**config.mk**
```make
export PLATFORM = sky130hd
export DESIGN_NAME = text_write_queue_flat
export DESIGN_NICKNAME = d
export VERILOG_FILES = /design/src/rtl/text_write_queue_if.sv /design/src/rtl/text_write_queue.sv /design/src/flat_wrapper.sv
export SDC_FILE = /design/constraint.sdc
export NUM_CORES = 1
export LEC_CHECK = 0
export CORE_MARGIN = 4
export CORE_UTILIZATION = 54
export CTS_CLUSTER_SIZE = 12
export DETAILED_ROUTE_END_ITERATION = 6
export GPL_ROUTABILITY_DRIVEN = 0
export PLACE_DENSITY = 0.77
export SYNTH_ARGS = -nofsm -noshare
export SYNTH_HDL_FRONTEND = slang
export SYNTH_SLANG_ARGS = --single-unit
export TNS_END_PERCENT = 20
```
**constraint.sdc**
```tcl
create_clock -name clk -period 5.1 [get_ports clk]
set_clock_uncertainty 0.05 [all_clocks]
set_input_delay 0.765 -clock clk [delete_from_list [all_inputs] [get_ports clk]]
set_output_delay 0.765 -clock clk [all_outputs]
set_load 0.02 [all_outputs]
```
**src/rtl/text_write_queue_if.sv**
```systemverilog
// Video-RAM write port between text_write_queue (master) and the RAM arbiter (slave).
interface text_write_queue_if #(
  parameter int unsigned ADDR_W = 12
) ();
  logic              ram_req;
  logic              ram_ack;
  logic [ADDR_W-1:0] ram_addr;
  logic [23:0]       ram_data;

  modport master (
    output ram_req,
    output ram_addr,
    output ram_data,
    input  ram_ack
  );

  modport slave (
    input  ram_req,
    input  ram_addr,
    input  ram_data,
    output ram_ack
  );
endinterface

```
**src/rtl/text_write_queue.sv**
```systemverilog
// Queues character writes from the I2C register stage and issues them to the video-RAM arbiter.
// Optional macro TEXT_WRITE_CLIP_EN discards pushes whose column/row lies outside the screen.
module text_write_queue #(
  parameter int unsigned COLS       = 80,
  parameter int unsigned ROWS       = 25,
  parameter int unsigned ADDR_W     = 12,
  parameter int unsigned DEPTH_LOG2 = 2
) (
  input  logic                clk,
  input  logic                reset_n,
  input  logic                character_change,
  input  logic [7:0]          character,
  input  logic [7:0]          xtext,
  input  logic [7:0]          ytext,
  input  logic [7:0]          attribute1,
  input  logic [7:0]          attribute2,
  text_write_queue_if.master  ram,
  output logic                overflow,
  input  logic                overflow_clr,
  output logic                busy
);

  localparam int unsigned DEPTH   = 1 << DEPTH_LOG2;
  localparam int unsigned ENTRY_W = ADDR_W + 24;

  typedef enum logic [0:0] {StIdle, StReq} state_e;

  state_e                state_q, state_d;
  logic                  chg_q;
  logic [ENTRY_W-1:0]    mem [DEPTH];
  logic [DEPTH_LOG2-1:0] wr_ptr_q, wr_ptr_d, rd_ptr_q, rd_ptr_d, wr_inc, rd_inc;
  logic                  full_q, full_d, empty_q, empty_d;
  logic                  ovf_q, ovf_d;
  logic                  req_q, req_d;
  logic [ADDR_W-1:0]     addr_q, addr_d;
  logic [23:0]           data_q, data_d;

  logic                  push_raw, push, pop, push_ok;
  logic [31:0]           addr_full;
  logic [ENTRY_W-1:0]    entry_in, head;

  // Address arithmetic is done at 32 bits and only then truncated to the RAM width.
  assign addr_full = {24'd0, ytext} * COLS + {24'd0, xtext};
  assign entry_in  = {addr_full[ADDR_W-1:0], attribute2, attribute1, character};
  assign head      = mem[rd_ptr_q];

  assign push_raw = character_change & ~chg_q;
`ifdef TEXT_WRITE_CLIP_EN
  logic in_range;
  assign in_range = ({24'd0, xtext} < COLS) && ({24'd0, ytext} < ROWS);
  assign push     = push_raw & in_range;
`else
  assign push     = push_raw;
`endif

  assign pop     = (state_q == StIdle) && !empty_q;
  assign push_ok = push && (!full_q || pop);
  assign wr_inc  = wr_ptr_q + DEPTH_LOG2'(1);
  assign rd_inc  = rd_ptr_q + DEPTH_LOG2'(1);

  always_comb begin
    wr_ptr_d = wr_ptr_q;
    rd_ptr_d = rd_ptr_q;
    full_d   = full_q;
    empty_d  = empty_q;
    ovf_d    = ovf_q;
    if (push_ok) wr_ptr_d = wr_inc;
    if (pop)     rd_ptr_d = rd_inc;
    // Simultaneous push and pop leaves the occupancy, and hence both flags, unchanged.
    if (push_ok && !pop) begin
      empty_d = 1'b0;
      full_d  = (wr_inc == rd_ptr_q);
    end else if (pop && !push_ok) begin
      full_d  = 1'b0;
      empty_d = (rd_inc == wr_ptr_q);
    end
    if (overflow_clr)        ovf_d = 1'b0;
    if (push && !push_ok)    ovf_d = 1'b1;
  end

  always_comb begin
    state_d = state_q;
    req_d   = req_q;
    addr_d  = addr_q;
    data_d  = data_q;
    unique case (state_q)
      StIdle: begin
        if (!empty_q) begin
          addr_d  = head[ENTRY_W-1:24];
          data_d  = head[23:0];
          req_d   = 1'b1;
          state_d = StReq;
        end
      end
      StReq: begin
        if (ram.ram_ack) begin
          req_d   = 1'b0;
          state_d = StIdle;
        end
      end
      default: begin
        req_d   = 1'b0;
        state_d = StIdle;
      end
    endcase
  end

  always_ff @(posedge clk or negedge reset_n) begin
    if (!reset_n) begin
      state_q  <= StIdle;
      chg_q    <= 1'b1;
      wr_ptr_q <= '0;
      rd_ptr_q <= '0;
      full_q   <= 1'b0;
      empty_q  <= 1'b1;
      ovf_q    <= 1'b0;
      req_q    <= 1'b0;
      addr_q   <= '0;
      data_q   <= '0;
    end else begin
      state_q  <= state_d;
      chg_q    <= character_change;
      wr_ptr_q <= wr_ptr_d;
      rd_ptr_q <= rd_ptr_d;
      full_q   <= full_d;
      empty_q  <= empty_d;
      ovf_q    <= ovf_d;
      req_q    <= req_d;
      addr_q   <= addr_d;
      data_q   <= data_d;
    end
  end

  always_ff @(posedge clk) begin
    if (push_ok) mem[wr_ptr_q] <= entry_in;
  end

  assign ram.ram_req  = req_q;
  assign ram.ram_addr = addr_q;
  assign ram.ram_data = data_q;
  assign overflow     = ovf_q;
  assign busy         = !empty_q || req_q;

endmodule

```
**src/flat_wrapper.sv**
```systemverilog
// flat-port wrapper written by rule: the top's interface ports become plain ports
module text_write_queue_flat 
#(
  parameter int unsigned COLS       = 80,
  parameter int unsigned ROWS       = 25,
  parameter int unsigned ADDR_W     = 12,
  parameter int unsigned DEPTH_LOG2 = 2
)
  (clk, reset_n, character_change, character, xtext, ytext, attribute1, attribute2, overflow, overflow_clr, busy, ram_ram_req, ram_ram_addr, ram_ram_data, ram_ram_ack);
  text_write_queue_if #(.ADDR_W(ADDR_W)) ram_i ();
  input  logic clk;
  input  logic reset_n;
  input  logic character_change;
  input  logic [7:0] character;
  input  logic [7:0] xtext;
  input  logic [7:0] ytext;
  input  logic [7:0] attribute1;
  input  logic [7:0] attribute2;
  output logic overflow;
  input  logic overflow_clr;
  output logic busy;
  output wire logic [$bits(ram_i.ram_req)-1:0] ram_ram_req;
  output wire logic [$bits(ram_i.ram_addr)-1:0] ram_ram_addr;
  output wire logic [$bits(ram_i.ram_data)-1:0] ram_ram_data;
  input wire logic [$bits(ram_i.ram_ack)-1:0] ram_ram_ack;
  assign ram_ram_req = ram_i.ram_req;
  assign ram_ram_addr = ram_i.ram_addr;
  assign ram_ram_data = ram_i.ram_data;
  assign ram_i.ram_ack = ram_ram_ack;
  text_write_queue #(.COLS(COLS), .ROWS(ROWS), .ADDR_W(ADDR_W), .DEPTH_LOG2(DEPTH_LOG2)) u_core (.clk(clk), .reset_n(reset_n), .character_change(character_change), .character(character), .xtext(xtext), .ytext(ytext), .attribute1(attribute1), .attribute2(attribute2), .ram(ram_i), .overflow(overflow), .overflow_clr(overflow_clr), .busy(busy));
endmodule
```
== Yosys cells after proc, flatten, opt, wreduce, memory -nomap -nowiden ==
Memory sizes are Yosys's and may differ from the RTL's. A register that Yosys moved wholly into a read port is not among the register bits.
Cells that the tools add are included.
Word-level totals
  register bits after elaboration: 10
  logic and storage cells: 51
  memory bits (writable): 144
  input port bits: 45
  output and inout bits: 39
  memories kept: 1
Operators by class
  equality and inequality tests: 4
  $mul: 1
  reductions and logical operators: 16
  bitwise operators: 4
  muxes and demuxes: 14
  add/sub/neg operators: 3
Memory list
  u_core.mem: depth 4, bits a word 36, read ports 1, clocked after Yosys merged registers in 1, write ports 1, RTL line text_write_queue.sv:30  | logic [ENTRY_W-1:0] mem [DEPTH];
Operators by type and width (count)
  $add 12x8->12: 1
  $mux 1: 12
  $mul 8x3->8 const B: 1
  $logic_and 1x1->1: 5
  $logic_not 1->1: 5
  $add 2x1->2 const B: 2
  $eq 2x2->1: 2
  $ne 2x2->1 const B: 2
  $pmux 1 s2: 2
  $reduce_and 2->1: 2
  $reduce_bool 2->1: 2
  $not 1->1: 3
  $logic_or 1x1->1: 2
  $and 1x1->1: 1

== Depth between registers and ports, before layout ==
Gate-level depths: netlist of the first run.
  word-level depth: 8
  mapped depth: 7
  mapped depth without buffers: 7

== Least setup slack after synthesis of the first run ==
No wires, ideal clock.
  kind: in2reg
  start point: input ytext[1]
  end point: memory u_core.mem[0][35] in the netlist's numbering, data pin
  data required time: 4772 ps
  arrival: 2308 ps
  setup slack: 2465 ps
  stages on the path: 7
  library setup time: 278 ps
  buffers on the path: 0
  cells stage by stage: ha_1 > ha_1 > fa_1 > inv_1 > a2bb2oi_1 > nor4_1 > xnor2_1
On the way
  word-level cells in the longest chain between the ends: 2
Ends and longest elaborated chain
  start: declaration: RTL line flat_wrapper.sv:16  | input logic [7:0] ytext;
  $mul 8x3->8: RTL line text_write_queue.sv:43  | assign addr_full = {24'd0, ytext} * COLS + {24'd0, xtext};
  $add 12x8->12: RTL line text_write_queue.sv:43
  net u_core.addr_full[11]: RTL line text_write_queue.sv:39  | logic [31:0] addr_full;
  end: declaration: RTL line text_write_queue.sv:30
The timed path passes the listed nets, and every way through them passes these cells.

== Worst setup path in the final report of the first run ==
  start point: register u_core.state_q
  end point: memory u_core.mem[0][25] in the netlist's numbering, enable pin
On the way
  word-level cells in the longest chain between the ends: 6
Ends and longest elaborated chain
  start: declaration: RTL line text_write_queue.sv:28  | state_e state_q, state_d;
  start signal: assignment: RTL line text_write_queue.sv:110  | state_q <= StIdle;
  start signal: assignment: RTL line text_write_queue.sv:121  | state_q <= state_d;
  $not 1->1 (no source line)
  $logic_and 1x1->1: RTL line text_write_queue.sv:56  | assign pop = (state_q == StIdle) && !empty_q;
  $logic_or 1x1->1: RTL line text_write_queue.sv:57  | assign push_ok = push && (!full_q || pop);
  $logic_and 1x1->1: RTL line text_write_queue.sv:57
  net u_core.push_ok: RTL line text_write_queue.sv:38  | logic push_raw, push, pop, push_ok;
  $mux 1: RTL line text_write_queue.sv:135  | if (push_ok) mem[wr_ptr_q] <= entry_in;
  $mux 1 (not written as such): RTL line text_write_queue.sv:135
The timed path passes the listed nets, and every way through them passes these cells.

==> results.json, run 1 <==
{
  "io_buffers": 83,
  "synth_seq_area_share_pct": 71.7,
  "worst_pin_slew_ps": 1010,
  "cts_htree_levels": 4,
  "grt_pass1_wl_mm": 20.3,
  "vdd_drop_max_mv": 0.266,
  "drtIter0Drc": 249,
  "r2r_start": "u_core.state_q$_DFF_PN0_",
  "mostFrequentLayoutCell": "edfxtp_1",
  "grt_max_degree": 47,
  "cts_resized": 0,
  "grt_setup_unrepaired": "no",
  "critPathMaxFanout": 38,
  "placed_area_um2": 8600,
  "final_area_um2": 9220,
  "clkTransAtPathRegs_ps": 70,
  "cts_buffer_depth": 2,
  "fin_crit_sh_pct": 63.6,
  "dp_hpwl_mm": 7.36,
  "setup_viol": 0,
  "cp.arrival_ps": 3230,
  "firstDrtPassIters": 4,
  "ys_types": 34,
  "async_flop_share_pct": 24.2,
  "drtAntennaViolNets": 0,
  "totalWireLength_mm": 12.6,
  "yosys_warnings": 0,
  "root_buffer": "clkbuf_16",
  "slowest_delay_ps": 920,
  "synthCells": 362,
  "hold_class": "input pin to asynchronous set/reset pin",
  "cp-start-kind": "flop",
  "max_slew_margin_pct": 32.8,
  "vias": 3505,
  "cts_hold_buffers": 0,
  "cap_violations": 0,
  "cts_made_buffers": 17,
  "p_leak_uw": 0.00334,
  "hold_violations": 0,
  "cellPowerDensity_nw_per_um2": 571,
  "slowest_stage": "and2_2",
  "io_pins": 84,
  "drive_gt1_share_pct": 24.8,
  "status": "finished, final reports clean",
  "dieHeight_um": 127,
  "cts.sinks": 190,
  "num_rows": 43,
  "grt_pass1_vias": 3784,
  "fmax_mhz": 308,
  "avgViaCountPerCell": 5.42,
  "slew_viol_final": 0,
  "crit_type": "flop to flop",
  "synth_nets": 427,
  "synth_area_um2": 7640,
  "antenna_found_initial": 0,
  "grtUsageTotal_pct": 16.6,
  "die-area_um2": 16100,
  "avgSynthCellArea_um2": 21.1,
  "syn2layout_area_growth_pct": 20.7,
  "postCtsSetupRepairBufs": 0,
  "crit_chain": "nor2_4 -> buf_4 -> inv_1 -> a21oi_1 -> and2_2",
  "n_antenna_cell": 0,
  "wl_per_cell_um": 19.5,
  "crit_family": "simple AND/OR/NAND/NOR gates",
  "cts_tree": "done",
  "start_util_pct": 55.0,
  "synth_ff_type": "edfxtp_1",
  "final_nets": 519,
  "post-route-min-period_ps": 3240,
  "synth-seq-cells": 190,
  "synth_edf_count": 144,
  "clkLatencyLatePin_ps": 420,
  "crit_start": "u_core.state_q$_DFF_PN0_",
  "required_ps": 5080,
  "worstSetupEndpointType": "flop",
  "dieWidth_um": 127,
  "final_cell_mix": "edfxtp_1, clkdlybuf4s50_1, dfrtp_1",
  "drcViolationCount": 0,
  "setup_tns_ps": 0,
  "path_buf_inv": 2,
  "core_um2": 13900,
  "overflow": 0
}
==> routing by layer <==
metal | part of all wire, % | vias to the layer above | global-route usage [%]
li1 | - | 1606 | -
met1 | 41 | 1790 | 21.4
met2 | 52 | 97 | 27.6
met3 | 5.4 | 12 | 4.55
met4 | 1.2 | 0 | 5.62
met5 | 0 | - | 0
==> per-stage QoR <==
| stage | hold WS, ps | utilization [%] | worst slack, ps | std cells | total power [µW] |
|---|---|---|---|---|---|
| CTS | 412 | 66.4 | 1820 | 647 | 5330 |
| finish | 392 | 66.4 | 1860 | 647 | 5270 |
| detailed placement | 445 | 61.9 | 1810 | 615 | 3950 |
| global placement | 445 | 61.9 | 1880 | 615 | 3910 |
| global route | 445 | 66.4 | 1610 | 647 | 5520 |
| floorplan | 416 | - | 2460 | 362 | 3420 |
==> where the power goes <==
part	switching [µW]	leakage [µW]	internal, µW	total (µW)
Sequential	207	0.00185	2010	2220
Combinational	723	0.00119	958	1680
Clock	526	0.000307	842	1370
==> flip-flops by register name, summed over array words and instances (netlist names), 2 cells and up <==
signal               cells
u_core.ram.ram_addr     12
u_core.mem             144
u_core.ram.ram_data     24
u_core.wr_ptr_q          2
u_core.rd_ptr_q          2
==> area by class of cell <==
class,count,area [µm²]
tap,180,225
clock inverter,12,165
sequential,190,5480
timing repair buffer,86,848
inverter,11,41.3
clock buffer,20,457
multi-input combinational,148,2000
fill,912,4660
==> cells in the mapped netlist (2+ instances only) <==
cell,n,area [µm²]
a21o_1,2,15.0
fa_1,2,40.0
nand2_1,6,22.5
xnor2_1,13,114
mux4_2,36,811
buf_6,2,22.5
and2_1,4,25.0
xor2_1,2,17.5
ha_1,18,225
edfxtp_1,144,4320
dfrtp_1,44,1100
nand2b_1,3,18.8
a21oi_1,6,30.0
mux2_4,36,541
clkbuf_1,2,7.51
dfstp_2,2,52.6
buf_12,3,60.1
nor2_1,2,7.51
o21ai_0,3,15.0
mux2i_1,2,20.0
inv_1,11,41.3
nor2b_1,2,12.5
buf_2,3,15.0
and3_1,2,12.5
buf_4,3,22.5
==> worst paths after layout <==
check,endpoint,slack [ps],cells after the start
worst max-delay path,u_core.mem[0][25]$_DFFE_PP_,1860,5
worst min-delay path,u_core.ram.ram_data[8]$_DFFE_PN0P_,390,2
worst max register to register,u_core.mem[0][25]$_DFFE_PP_,1860,5
worst min register to register,u_core.empty_q$_DFFE_PN1P_,460,2
max in group asynchronous,u_core.rd_ptr_q[1]$_DFFE_PN0P_,4150,2
min in group clk,u_core.empty_q$_DFFE_PN1P_,460,2
==> logic make-up (layout without fill, tap and decap cells) <==
| kind of cell | after synthesis | count (layout) | synth area share [%] |
|---|---|---|---|
| flip-flops | 190 | 190 | 71.7 |
| AO/OA/AOI/OAI | 17 | 17 | 1.38 |
| multiplexers | 74 | 74 | 18.0 |
| buffers and inverters | 24 | 129 | 2.21 |
| adder cells (fa/ha/maj) | 20 | 20 | 3.47 |
| AND/OR/NAND/NOR | 22 | 22 | 1.52 |
| XOR/XNOR | 15 | 15 | 1.72 |
Note: power is estimated with default switching activity, not from simulation.
==> inputs of run 2 (changes only) <==
Clock period 5.1 ns to 3.35 ns, I/O delays scaled along.
==> run 2 against run 1 <==
Count of clock-buffer cells in the layout unchanged. Core utilization increased by 0.25 points. Wire length increased by 4.6%. Clock power increased by 42%. Sequential cell count unchanged. Sequential share of layout area decreased by 0.23 points. Die area unchanged. Highest routed layer is now met5. Combinational power increased by 52%. Cell count increased by 0.93%.
==> results.json, run 2 (synthesized netlist as in run 1, its figures left out) <==
{
  "status": "finished, final reports clean",
  "num-fill-cells": 917,
  "num_rows": 43,
  "utilization_pct": 66.7,
  "drtIter0Drc": 259,
  "required_ps": 3450,
  "clkTransAtPathRegs_ps": 60,
  "met3_usage_pct": 5.18,
  "cts.sinks": 190,
  "final_cell_mix": "edfxtp_1, clkdlybuf4s50_1, dfrtp_1",
  "fmax_mhz": 388,
  "post-route-min-period_ps": 2580,
  "grt.busiest_layer": "met2",
  "grt_pass1_vias": 3964,
  "cellPowerDensity_nw_per_um2": 856,
  "dp_slack_ps": 305,
  "vdd_drop_max_mv": 0.368,
  "vias": 3581,
  "grt_max_degree": 40,
  "cts_tree": "done",
  "cts_resized": 0,
  "dieHeight_um": 127,
  "worstSetupEndpointType": "flop",
  "register_area_um2": 5480,
  "setup_tns_ps": 0,
  "fin_crit_sh_pct": 77.0,
  "core_um2": 13900,
  "slew_viol_final": 0,
  "drcViolationCount": 0,
  "crit_type": "input pin to flop",
  "io_pins": 84,
  "grtUsageTotal_pct": 17.4,
  "layout_setup_ws_ps": 771,
  "final_area_um2": 9250,
  "grt_setup_unrepaired": "no",
  "wl_per_cell_um": 20.2,
  "cts_htree_levels": 4,
  "clkLatencyLatePin_ps": 420,
  "firstDrtPassIters": 4,
  "overflow": 0,
  "top_register": "u_core.mem",
  "cp-start-kind": "input pin",
  "hold_class": "input pin to asynchronous set/reset pin",
  "drive_gt1_share_pct": 25.4,
  "rrSetupSlack_ps": 1060,
  "cap_violations": 0,
  "cts_buffer_depth": 2,
  "r2r_cells": 5,
  "use_met1_pct": 21.5,
  "drtAntennaViolNets": 0,
  "reg2reg_to": "u_core.mem[3][7]$_DFFE_PP_",
  "critPathMaxFanout": 4,
  "io_buffers": 83,
  "die-area_um2": 16100,
  "antenna_found_initial": 1,
  "grt_util_met2_pct": 29.6,
  "cts_made_buffers": 17,
  "final_nets": 525,
  "cp.arrival_ps": 2680,
  "syn2layout_area_growth_pct": 21.2,
  "grt_pass1_wl_mm": 21.0,
  "placed_area_um2": 8680,
  "totalWireLength_mm": 13.2,
  "setup_viol": 0,
  "worst_pin_slew_ps": 1020,
  "n_antenna_cell": 0,
  "cts_hold_buffers": 0,
  "hold_violations": 0,
  "mostFrequentLayoutCell": "edfxtp_1",
  "max_slew_margin_pct": 31.8,
  "r2r_start": "u_core.state_q$_DFF_PN0_",
  "crit_start": "ytext[1]",
  "p_leak_uw": 0.00335,
  "start_util_pct": 55.0,
  "dp_hpwl_mm": 8.14,
  "root_buffer": "clkbuf_16",
  "dieWidth_um": 127,
  "multi_input_area_um2": 2000,
  "postCtsSetupRepairBufs": 0,
  "avgViaCountPerCell": 5.48,
  "largest_register_ffs": 144
}
## run 2: cell types whose count changed in the layout (fill, tap and decap cells not counted)
cell        before  now
bufinv_16        4    2
clkinv_2         5    3
buf_12           0    3
clkinvlp_4       1    3
buf_4            3    6
clkinv_1         1    3
## run 2: layout make-up
type / instances / share of cell area [%]
Sequential cell: 190 / 59.2
Multi-Input combinational cell: 148 / 21.6
Timing Repair Buffer: 92 / 10.1
Clock buffer: 20 / 4.94
Tap cell: 180 / 2.43
Clock inverter: 12 / 1.27
Inverter: 11 / 0.446
## run 2: critical path, stage by stage
cell and delay, ps:
clkdlybuf4s50_1 460, ha_1 330, ha_1 220, fa_1 500
and3_1 150, a2bb2oi_1 90, nor4_1 250, xnor2_1 160
## run 2: how the worst max path moves through the flow
| stage | endpoint | slack, ps |
|---|---|---|
| after detailed placement | u_core.mem[3][35]$_DFFE_PP_ | 300 |
| after global routing | u_core.mem[3][35]$_DFFE_PP_ | 600 |
| after CTS | u_core.mem[2][35]$_DFFE_PP_ | 770 |
| final | u_core.mem[3][35]$_DFFE_PP_ | 770 |
| after floorplan | u_core.mem[0][35]$_DFFE_PP_ | 980 |
| after global placement | u_core.mem[0][35]$_DFFE_PP_ | 380 |
## run 2: layer usage
| metal | share of wire (%) | vias up |
|---|---|---|
| li1 | - | 1622 |
| met4 | 1.4 | 2 |
| met2 | 52 | 73 |
| met5 | 0.061 | - |
| met1 | 42 | 1869 |
| met3 | 4.3 | 15 |
## run 2: stage by stage
| step | hold WS (ps) | std cells | power [µW] |
|---|---|---|---|
| 3_3_place_gp | 444 | 621 | 5990 |
| 5_1_grt | 139 | 653 | 8290 |
| 4_1_cts | 109 | 653 | 8030 |
| 3_5_place_dp | 447 | 621 | 6070 |
| 2_1_floorplan | 157 | 362 | 5210 |
| 6_report | 103 | 653 | 7920 |
## run 2: report_power, final
group	internal, µW	switching (µW)	total [µW]	leakage (µW)
Sequential	3060	382	3440	0.00185
Combinational	1500	1050	2550	0.00123
Clock	1130	809	1940	0.000275
Total	5680	2240	7920	0.00335
==> inputs of run 3 (changes only) <==
Settings changed: CORE_UTILIZATION 54 to 51, PLACE_DENSITY 0.77 to 0.76.
Clock period 3.35 ns to 2.2 ns, I/O delays scaled along.
==> run 3 against run 2 <==
Critical path depth unchanged. Sequential power increased by 45%. Count of clock-buffer cells in the layout rose by 2. Setup slack got worse by 680 ps. Combinational power rose by 65%. Clock power up 71%. Core utilization fell by 1.2 points. Hold slack gained 210 ps. Total power grew 58%. Via count rose by 1.8%. Die area rose by 5.5%.
==> results.json, run 3 (synthesized netlist as in run 1, its figures left out) <==
{
  "hold_end": "u_core.chg_q$_DFF_PN1_",
  "vias": 3645,
  "min_from": "character_change",
  "grt_pass1_wl_mm": 21.0,
  "wl_per_cell_um": 19.5,
  "cellPowerDensity_nw_per_um2": 1310,
  "grt_setup_unrepaired": "yes",
  "overflow": 0,
  "placed_area_um2": 8860,
  "cts_buffer_depth": 2,
  "utilization_pct": 65.5,
  "fmax_mhz": 474,
  "root_buffer": "clkbuf_16",
  "critPathMaxFanout": 4,
  "worst_pin_slew_ps": 726,
  "whs_ps": 311,
  "cts.sinks": 190,
  "post-route-min-period_ps": 2110,
  "final_area_um2": 9550,
  "instances_no_fill": 678,
  "hold_violations": 0,
  "required_ps": 2300,
  "io_buffers": 83,
  "clkTransAtPathRegs_ps": 60,
  "largest_register_ffs": 144,
  "syn2layout_area_growth_pct": 25.1,
  "cap_violations": 0,
  "drcViolationCount": 0,
  "firstDrtPassIters": 4,
  "top_register": "u_core.mem",
  "status": "finished, final reports clean",
  "hold_class": "input pin to flop",
  "die-area_um2": 17000,
  "r2r_start": "u_core.state_q$_DFF_PN0_",
  "setup_viol": 0,
  "grtUsageTotal_pct": 16.9,
  "avgViaCountPerCell": 5.38,
  "slowest_stage": "fa_1",
  "grt_pass1_vias": 3903,
  "start_util_pct": 52.3,
  "vdd_drop_max_mv": 0.805,
  "num-fill-cells": 974,
  "core_um2": 14600,
  "cts_tree": "done",
  "totalWireLength_mm": 13.2,
  "cts_htree_levels": 4,
  "antenna_found_initial": 0,
  "cts_made_buffers": 17,
  "worstSetupEndpointType": "flop",
  "num_rows": 44,
  "n_antenna_cell": 0,
  "drtIter0Drc": 244,
  "cp-start-kind": "input pin",
  "dieHeight_um": 130,
  "crit_type": "input pin to flop",
  "crit_chain": "dlygate4sd2_1 -> ha_1 -> ha_2 -> fa_1 -> and3_1 -> a2bb2oi_2 -> nor4_2 -> xnor2_1",
  "mostFrequentLayoutCell": "edfxtp_1",
  "max_slew_margin_pct": 51.6,
  "dieWidth_um": 130,
  "drtAntennaViolNets": 0,
  "final_cell_mix": "edfxtp_1, clkdlybuf4s50_1, dfrtp_1",
  "setup_tns_ps": 0,
  "grt_max_degree": 38,
  "dp.cells": 645,
  "drive_gt1_share_pct": 29.8,
  "cp.arrival_ps": 2210,
  "dp_hpwl_mm": 8.39,
  "p_leak_uw": 0.00351,
  "slew_viol_final": 0,
  "r2r_cells": 5,
  "io_pins": 84,
  "final_nets": 546,
  "clkLatencyLatePin_ps": 420,
  "reg2reg_to": "u_core.mem[2][8]$_DFFE_PP_",
  "fin_crit_sh_pct": 95.9,
  "min_path_cells": 1,
  "rrSetupSlack_ps": 370,
  "slowest_delay_ps": 490
}
[run 3: changes by cell type in the layout (fill, tap and decap cells not counted), sizes merged]
cell	change
clkinv	-3
dlygate4sd3	+1
dlygate4sd2	+5
clkbuf	+2
buf	+20
clkinvlp	-2
bufinv	+3
clkdlybuf4s50	-5
[run 3: worst max-delay path by stage]
stage | from | end | slack (ps) | cells after the start
CTS | ytext[3] | u_core.mem[1][35]$_DFFE_PP_ | 30 | 8
floorplan | u_core.state_q$_DFF_PN0_ | u_core.mem[3][0]$_DFFE_PP_ | -160 | 4
finish | ytext[1] | u_core.mem[1][35]$_DFFE_PP_ | 90 | 8
detailed placement | ytext[1] | u_core.mem[0][35]$_DFFE_PP_ | -560 | 8
global placement | ytext[1] | u_core.mem[0][35]$_DFFE_PP_ | -520 | 8
global route | ytext[1] | u_core.mem[1][35]$_DFFE_PP_ | -4 | 8
[run 3: repair_timing]
| action | CTS | global route |
|---|---|---|
| setup buffers | 0 | 0 |
| hold buffers | 1 | 0 |
| gates resized for setup | 8 | 4 |
| endpoints found under the setup margin | 12 | 8 |
| pin swaps | 4 | 2 |
| endpoints found under the hold margin | 20 | 0 |
[run 3: final cells by class]
cell class              count  area (µm²)  share of cell area [%]
multi-input cells         148        2040                    21.4
well taps                 184         230                    2.41
flip-flops and latches    190        5480                    57.4
clock buffers              22         464                    4.86
clock inverters            10         184                    1.93
inverters                  11        41.3                   0.432
repair buffers            113        1110                    11.6
[run 3: power by group]
| part | leakage, µW | switching [µW] | total [µW] | internal (µW) |
|---|---|---|---|---|
| combinational | 0.00135 | 1850 | 4210 | 2360 |
| sequential | 0.00185 | 336 | 4990 | 4660 |
| clock | 0.000312 | 1230 | 3310 | 2080 |
[run 3: routing by layer]
layer,vias to the layer above,part of all wire (%),GRT usage [%]
met3,18,4.5,5.53
met4,0,1.6,5.32
li1,1666,-,-
met5,-,0,0
met1,1886,41,21.2
met2,75,52,28.4
[run 3: per-stage QoR]
step	total power, µW	setup WS (ps)
floorplan	7940	-162
finish	12500	89.5
detailed placement	9330	-556
global placement	9240	-519
CTS	12700	30.9
global route	13100	-4.33
[run 3: critical path: cells and delay by family]
kind	cells	cell delay [ps]
adders and majority gates	3	980
xor gates and xnor gates	1	140
AOI/OAI and AO/OA	1	70
and+or+nand+nor	2	440
buffers and inverters	1	250
